===== src/rtl/fp_mult_writeback.sv =====
`default_nettype none
// ============================================================================
// Module      : fp_mult_writeback
// Description : FP multiplier writeback stage. Buffers results in a small
//               FIFO and retires one per cycle to the FP register file or
//               to a trap, keeping MIPS-style sticky/cause flags.
// Revision    : 1.0 - initial release
// ============================================================================
module fp_mult_writeback #(
    parameter int DEPTH  = 2,
    parameter int REG_AW = 5
) (
    input  logic                     clk,
    input  logic                     rst_n,
    input  logic                     in_valid,
    output logic                     in_ready,
    input  logic [31:0]              in_result,
    input  logic                     in_overflow,
    input  logic                     in_underflow,
    input  logic [REG_AW-1:0]        in_dest,
    input  logic                     wb_stall,
    output logic                     fpr_we,
    output logic [REG_AW-1:0]        fpr_waddr,
    output logic [31:0]              fpr_wdata,
    output logic                     fp_trap,
    output logic [REG_AW-1:0]        trap_dest,
    input  logic [1:0]               exc_enable,
    input  logic                     flags_clear,
    output logic [1:0]               sticky_flags,
    output logic [1:0]               cause_flags,
    output logic [$clog2(DEPTH):0]   occupancy
);

    localparam int               c_PW   = $clog2(DEPTH);
    localparam int               c_CW   = $clog2(DEPTH) + 1;
    localparam int               c_EW   = 32 + 2 + REG_AW;
    localparam logic [c_CW-1:0]  c_FULL = c_CW'(DEPTH);
    localparam logic [c_CW-1:0]  c_ONE  = c_CW'(1);
    localparam logic [c_PW-1:0]  c_PINC = c_PW'(1);

    logic [c_EW-1:0]   r_mem [DEPTH];
    logic [c_PW-1:0]   r_wr_ptr;
    logic [c_PW-1:0]   r_rd_ptr;
    logic [c_CW-1:0]   r_count;

    logic              w_push;
    logic              w_pop;
    logic [c_EW-1:0]   w_head;
    logic [31:0]       w_head_result;
    logic              w_head_ovf;
    logic              w_head_unf;
    logic [REG_AW-1:0] w_head_dest;
    logic              w_trap;

    // Ready looks only at stored occupancy so there is no comb path from wb_stall.
    assign in_ready  = (r_count != c_FULL);
    assign occupancy = r_count;

    assign w_push = in_valid && in_ready;
    assign w_pop  = (r_count != '0) && !wb_stall;

    assign w_head        = r_mem[r_rd_ptr];
    assign w_head_result = w_head[c_EW-1 -: 32];
    assign w_head_ovf    = w_head[REG_AW+1];
    assign w_head_unf    = w_head[REG_AW];
    assign w_head_dest   = w_head[REG_AW-1:0];
    assign w_trap        = (w_head_ovf && exc_enable[1]) || (w_head_unf && exc_enable[0]);

    always_ff @(posedge clk) begin
        if (w_push) begin
            r_mem[r_wr_ptr] <= {in_result, in_overflow, in_underflow, in_dest};
        end
    end

    always_ff @(posedge clk or negedge rst_n) begin
        if (!rst_n) begin
            r_wr_ptr <= '0;
            r_rd_ptr <= '0;
            r_count  <= '0;
        end else begin
            if (w_push) r_wr_ptr <= r_wr_ptr + c_PINC;
            if (w_pop)  r_rd_ptr <= r_rd_ptr + c_PINC;
            case ({w_push, w_pop})
                2'b10:   r_count <= r_count + c_ONE;
                2'b01:   r_count <= r_count - c_ONE;
                default: r_count <= r_count;
            endcase
        end
    end

    always_ff @(posedge clk or negedge rst_n) begin
        if (!rst_n) begin
            fpr_we       <= 1'b0;
            fpr_waddr    <= '0;
            fpr_wdata    <= '0;
            fp_trap      <= 1'b0;
            trap_dest    <= '0;
            cause_flags  <= 2'b00;
            sticky_flags <= 2'b00;
        end else begin
            fpr_we  <= w_pop && !w_trap;
            fp_trap <= w_pop && w_trap;
            if (w_pop) begin
                cause_flags <= {w_head_ovf, w_head_unf};
                if (w_trap) begin
                    trap_dest <= w_head_dest;
                end else begin
                    fpr_waddr <= w_head_dest;
                    fpr_wdata <= w_head_result;
                end
            end
            // Bits raised by a retiring op win over a same-edge clear.
            sticky_flags <= (flags_clear ? 2'b00 : sticky_flags)
                          | (w_pop ? {w_head_ovf, w_head_unf} : 2'b00);
        end
    end

endmodule
`default_nettype wire


===== config.mk =====
export PLATFORM = sky130hd
export DESIGN_NAME = fp_mult_writeback
export DESIGN_NICKNAME = d
export VERILOG_FILES = /design/src/rtl/fp_mult_writeback.sv
export SDC_FILE = /design/constraint.sdc
export NUM_CORES = 1
export LEC_CHECK = 0
export ABC_AREA = 1
export CAP_MARGIN = 30
export CORE_ASPECT_RATIO = 2
export CORE_MARGIN = 1
export CORE_UTILIZATION = 53
export CTS_BUF_LIST = sky130_fd_sc_hd__clkbuf_2 sky130_fd_sc_hd__clkbuf_4 sky130_fd_sc_hd__clkbuf_8
export DETAILED_ROUTE_END_ITERATION = 8
export PLACE_DENSITY = 0.81
export SYNTH_ARGS = -nofsm -noshare
export SYNTH_HDL_FRONTEND = slang
export SYNTH_SLANG_ARGS = --single-unit

===== constraint.sdc =====
create_clock -name clk -period 3 [get_ports clk]
set_input_delay 0.3 -clock clk [delete_from_list [all_inputs] [get_ports clk]]
set_output_delay 0.3 -clock clk [all_outputs]
set_load 0.005 [all_outputs]

### Word-level counts from Yosys, hierarchy flattened

Memories as Yosys holds them, arrays and structs flattened.
Index checks and enable logic that the tools add are counted.

* register bits after elaboration: 52
* RAM bits: 78
* output and inout bits: 51
* logic and storage cells: 38
* memories: 1

* $add $sub $neg: 4
* equality and inequality tests: 3
* multiplexer cells: 5
* bitwise logic cells: 2
* reductions and logical operators: 13

Memories
* r_mem: words 2, width 39, read ports 1, clocked after Yosys merged registers in 0, write ports 1, RTL line 41 `logic [c_EW-1:0] r_mem [DEPTH];`

Operator list (number)
* $logic_and A1 B1 Y1: 6
* $mux W2: 2
* $pmux W2 S2: 1
* $reduce_and A2 Y1: 2
* $reduce_bool A2 Y1: 2
* $add A1 B1 Y1 const B: 2
* $add A2 B1 Y2 const B: 1
* $eq A2 B1 Y1 const B: 1
* $eq A2 B2 Y1 const B: 1
* $logic_not A1 Y1: 2
* $mux W1: 2
* $ne A2 B2 Y1 const B: 1
* $or A2 B2 Y2: 1
* $sub A2 B1 Y2 const B: 1
* $logic_or A1 B1 Y1: 1
* $not A1 Y1: 1

### Longest topological paths before layout

An unclocked memory read counts as a cell.

* depth in word-level cells: 5
* gate-level depth with buffers: 8

### Least setup slack after synthesis

Ideal clock, no wire load.

* kind: flip-flop to flip-flop
* from: register r_count[0] (netlist: occupancy[0])
* to: memory r_mem[1][0] (netlist name) (enable)
* setup time: 437 ps
* data arrival time: 2340 ps
* data required time: 2563 ps
* path slack: 224 ps
* stages on the path, launching flop included: 5
* buffers on the path: 0
* period minus slack after synthesis: 2776 ps
* cell sequence: dfrtp_1 > inv_2 > nand2_1 > nand2_1 > nor2_1

* longest elaborated chain between the ends: 4

Ends and longest elaborated chain
* start: declaration: RTL line 44 `logic [c_CW-1:0] r_count;`
* start signal: assignment: RTL line 84 `2'b10: r_count <= r_count + c_ONE;`
* start signal: assignment: RTL line 85 `2'b01: r_count <= r_count - c_ONE;`
* start signal: assignment: RTL line 86 `default: r_count <= r_count;`
* $ne A2 B2 Y1: RTL line 56 `assign in_ready = (r_count != c_FULL);`
* via in_ready: RTL line 16 `output logic in_ready,`
* $logic_and A1 B1 Y1: RTL line 59 `assign w_push = in_valid && in_ready;`
* $mux W1: RTL line 70 `if (w_push) begin`
* $mux W1 (not written as such): RTL line 71 `r_mem[r_wr_ptr] <= {in_result, in_overflow, in_underflow, in_dest};`
* end: declaration: RTL line 41

The timed path passes the listed nets, and every way through them passes these cells.

### Worst setup path in the final report

* from: register r_rd_ptr
* to: register fpr_wdata[18]

* longest elaborated chain between the ends: 5

Ends and longest elaborated chain
* start: declaration: RTL line 43 `logic [c_PW-1:0] r_rd_ptr;`
* start signal: assignment: RTL line 82 `if (w_pop) r_rd_ptr <= r_rd_ptr + c_PINC;`
* $mem_v2 Z2 W39 *
* $logic_and A1 B1 Y1: RTL line 67 `assign w_trap = (w_head_ovf && exc_enable[1]) || (w_head_unf && exc_enable[0]);`
* $logic_or A1 B1 Y1: RTL line 67
* $not A1 Y1 (no line)
* $reduce_and A2 Y1 (no line)
* end signal: assignment: RTL line 109 `fpr_wdata <= w_head_result;`
* end: declaration: RTL line 24 `output logic [31:0] fpr_wdata,`

Mark *: on every way between the ends. The rest lies on a longest branch, timed or not.
A chain may end at the register's enable or synchronous reset.

==> impl_metrics.ini <==
[global_routing]
grt_first_pass_wirelength_um = 17100
grt_max_degree = 39
grt_overflow = 0
antenna_found_initial = 0
grt_usage_pct = 23.6
grt_pass1_vias = 3659

[power]
ir_worst_vdd_v = 0.000638
p_leak_uw = 0.00282
power_density_nw_per_um2 = 993
total_power_uw = 6410

[routing]
drt_iter0_drc = 217
drc = 16
viasPerCell = 5.42
routed_wirelength_um = 10600
vias = 3528
ant_nets = 0
wire_per_inst_um = 16.2
dr.pass1.iters = 7

[floorplan]
start_util_pct = 55.0
core_area_um2 = 9070
die_w_um = 70.6
die-area_um2 = 9830
chipHeight_um = 139
rows = 49
io_pins = 97

[setup_path]
slowest_delay_ns = 0.87
r2r-start = r_rd_ptr
crit_buf_inv = 2
required_ns = 3.37
r2r-end = fpr_wdata[18]
startpoint_type = register
worst_path_most_repeated_cell = nand2_1
worstPathCellList = inv_2 > nand2_1 > nand3_2 > nand3_1 > buf_4 > nand2_1 > nand2_1
crit_start = r_rd_ptr
endpoint = fpr_wdata[18]
r2r_slack_ns = 0.61
critPathCaptureType = register
path_max_fanout = 38
path_depth = 7
crit_arrival_ns = 2.77
path_delay_family = simple AND/OR/NAND/NOR gates
cp_slowest_cell = dfrtp_1
reg2regPathDepth = 7
worstSetupPathType = register to register

[layout]
n_fill_cell = 641
fin_nets = 583
fin_util_pct = 71.1
drive_gt1_share_pct = 9.11
areaGrowthSynthToFinish_pct = 29.3
n_antenna_cell = 0

[sta]
rsz0062_at_grt = false
tns_ns = 0
clock.fmax_ghz = 0.418
finalCritPeriodShare_pct = 79.8
finalHoldViolCount = 0
tightest_slew_ns = 0.845
slew_headroom_pct = 43.6
slew_viol_final = 0
setup_violations = 0
post-route-min-period_ns = 2.39
clock_skew_ns = 0.0100

[yosys]
synth_cell_type_count = 19
yosysSeqAreaShare_pct = 73.0
synth_top_area_share_pct = 46.9
synth_top_area_cell = edfxtp_1
syn_inst = 435
ys_ff_latch = 130
synth_area_um2 = 4990
avgSynthCellArea_um2 = 11.5
synth_area_leaders = edfxtp_1 (47%), dfrtp_1 (26%), nand2_1 (16%)
yosysWarnings = 0
syn_nets = 482

[placed_design]
gp_congestion = 0.809
port-buffer-count = 96
place_hpwl_um = 7050

[clock_tree]
cts.sinks = 130
cts_buffer_depth = 2
cts_tree = done
path_clk_slew_ns = 0.08
worstSkewPairLatency_ns = 0.44
ctsHtreeMaxLevel = 4
numCtsBuffers = 17
root_buffer = clkbuf_8

[outcome]
status = finished with violations
violations = design-rule violations

[run]
maxCapViolCount = 0

[min_path]
hold_class = input pin to register
[synthesized netlist by cell type]
cell      number
nand2_1      207
edfxtp_1      78
dfrtp_1       52
nand4_1       37
buf_2         16
inv_1         11
nand3_1        9
buf_4          6
nor2_1         3
o21ai_0        3
a21oi_1        2
buf_6          2
inv_2          2
xor2_1         2
a21oi_2        1
clkbuf_1       1
ha_1           1
nand3_2        1
xnor2_1        1
[how the worst min path moves through the flow]
stage / start / end / slack (ns) / cells past startpoint
2_1_floorplan: rst_n / cause_flags[0] / 0.004 / 0
3_3_place_gp: rst_n / sticky_flags[1] / 0.44 / 1
3_5_place_dp: rst_n / cause_flags[1] / 0.45 / 1
4_1_cts: in_result[2] / r_mem[0][9] / 0.41 / 1
5_1_grt: in_result[27] / r_mem[0][34] / 0.44 / 1
6_report: in_result[6] / r_mem[1][13] / 0.43 / 1
[layout make-up]
cell class / count / area (um2) / share of cell area [%]
Multi-Input combinational cell: 267 / 1170 / 18.2
Sequential cell: 130 / 3640 / 56.5
Clock buffer: 19 / 255 / 3.96
Clock inverter: 13 / 161 / 2.50
Tap cell: 102 / 128 / 1.98
Timing Repair Buffer: 107 / 1040 / 16.1
Inverter: 13 / 48.8 / 0.756
[placed cells by master, fill, tap and decap left out, types with 3 or more instances in the layout]
| cell | synthesis | final |
|---|---|---|
| buf_4 | 6 | 10 |
| bufinv_16 | 0 | 3 |
| clkbuf_8 | 0 | 18 |
| clkdlybuf4s50_1 | 0 | 95 |
| clkinv_2 | 0 | 3 |
| clkinvlp_4 | 0 | 4 |
| dfrtp_1 | 52 | 52 |
| edfxtp_1 | 78 | 78 |
| inv_1 | 11 | 11 |
| nand2_1 | 207 | 207 |
| nand3_1 | 9 | 8 |
| nand4_1 | 37 | 37 |
| o21ai_0 | 3 | 3 |
[stage by stage]
stage          setup slack, ns  hold slack, ns  cells  cell area [um2]
2_1_floorplan            0.224         0.00441    435             4990
3_3_place_gp             0.796           0.439    618             6030
3_5_place_dp             0.598           0.451    618             6030
4_1_cts                  0.580           0.412    651             6450
5_1_grt                  0.405           0.436    651             6450
6_report                 0.606           0.435    651             6450
[metal layers]
layer	global-route usage, %	vias up	routed length (um)
met5	0	-	0
met3	5.00	40	532
li1	-	1663	-
met4	16.7	0	527
met2	42.8	147	5940
met1	23.1	1678	3580
[timing repair]
item | CTS | global route
hold buffers | 1 | 0
setup buffers | 0 | 0
gates resized for setup | 0 | 0
endpoints found under the hold margin | 37 | 0
[flip-flops by register name, summed over array words and instances (netlist names)]
name,flops
fpr_waddr,5
r_wr_ptr,1
r_mem,78
occupancy,2
trap_dest,5
fpr_wdata,32
cause_flags,2
r_rd_ptr,1
fp_trap,1
sticky_flags,2
fpr_we,1
[kinds of logic (layout without fill, tap and decap cells)]
| kind of cell | after synthesis | after routing | synth area share, % |
|---|---|---|---|
| xor+xnor | 3 | 3 | 0.527 |
| compound gates | 6 | 6 | 0.677 |
| simple gates | 257 | 257 | 21.5 |
| flops | 130 | 130 | 73.0 |
| buf+inv | 38 | 152 | 4.01 |
| fa+ha+maj | 1 | 1 | 0.251 |
[power by group]
group / leakage, uW / switching (uW) / internal, uW / total (uW)
sequential: 0.00137 / 310 / 2500 / 2820
clock: 0.000202 / 667 / 852 / 1520
combinational: 0.00125 / 1120 / 952 / 2070
[worst register-to-register path, delay by kind of cell, from the launching register on]
| kind | cells | cell delay (ns) |
|---|---|---|
| DFF | 1 | 0.87 |
| buffers and inverters | 2 | 0.49 |
| and+or+nand+nor | 5 | 0.97 |
Power figures use the tool's default switching activity.
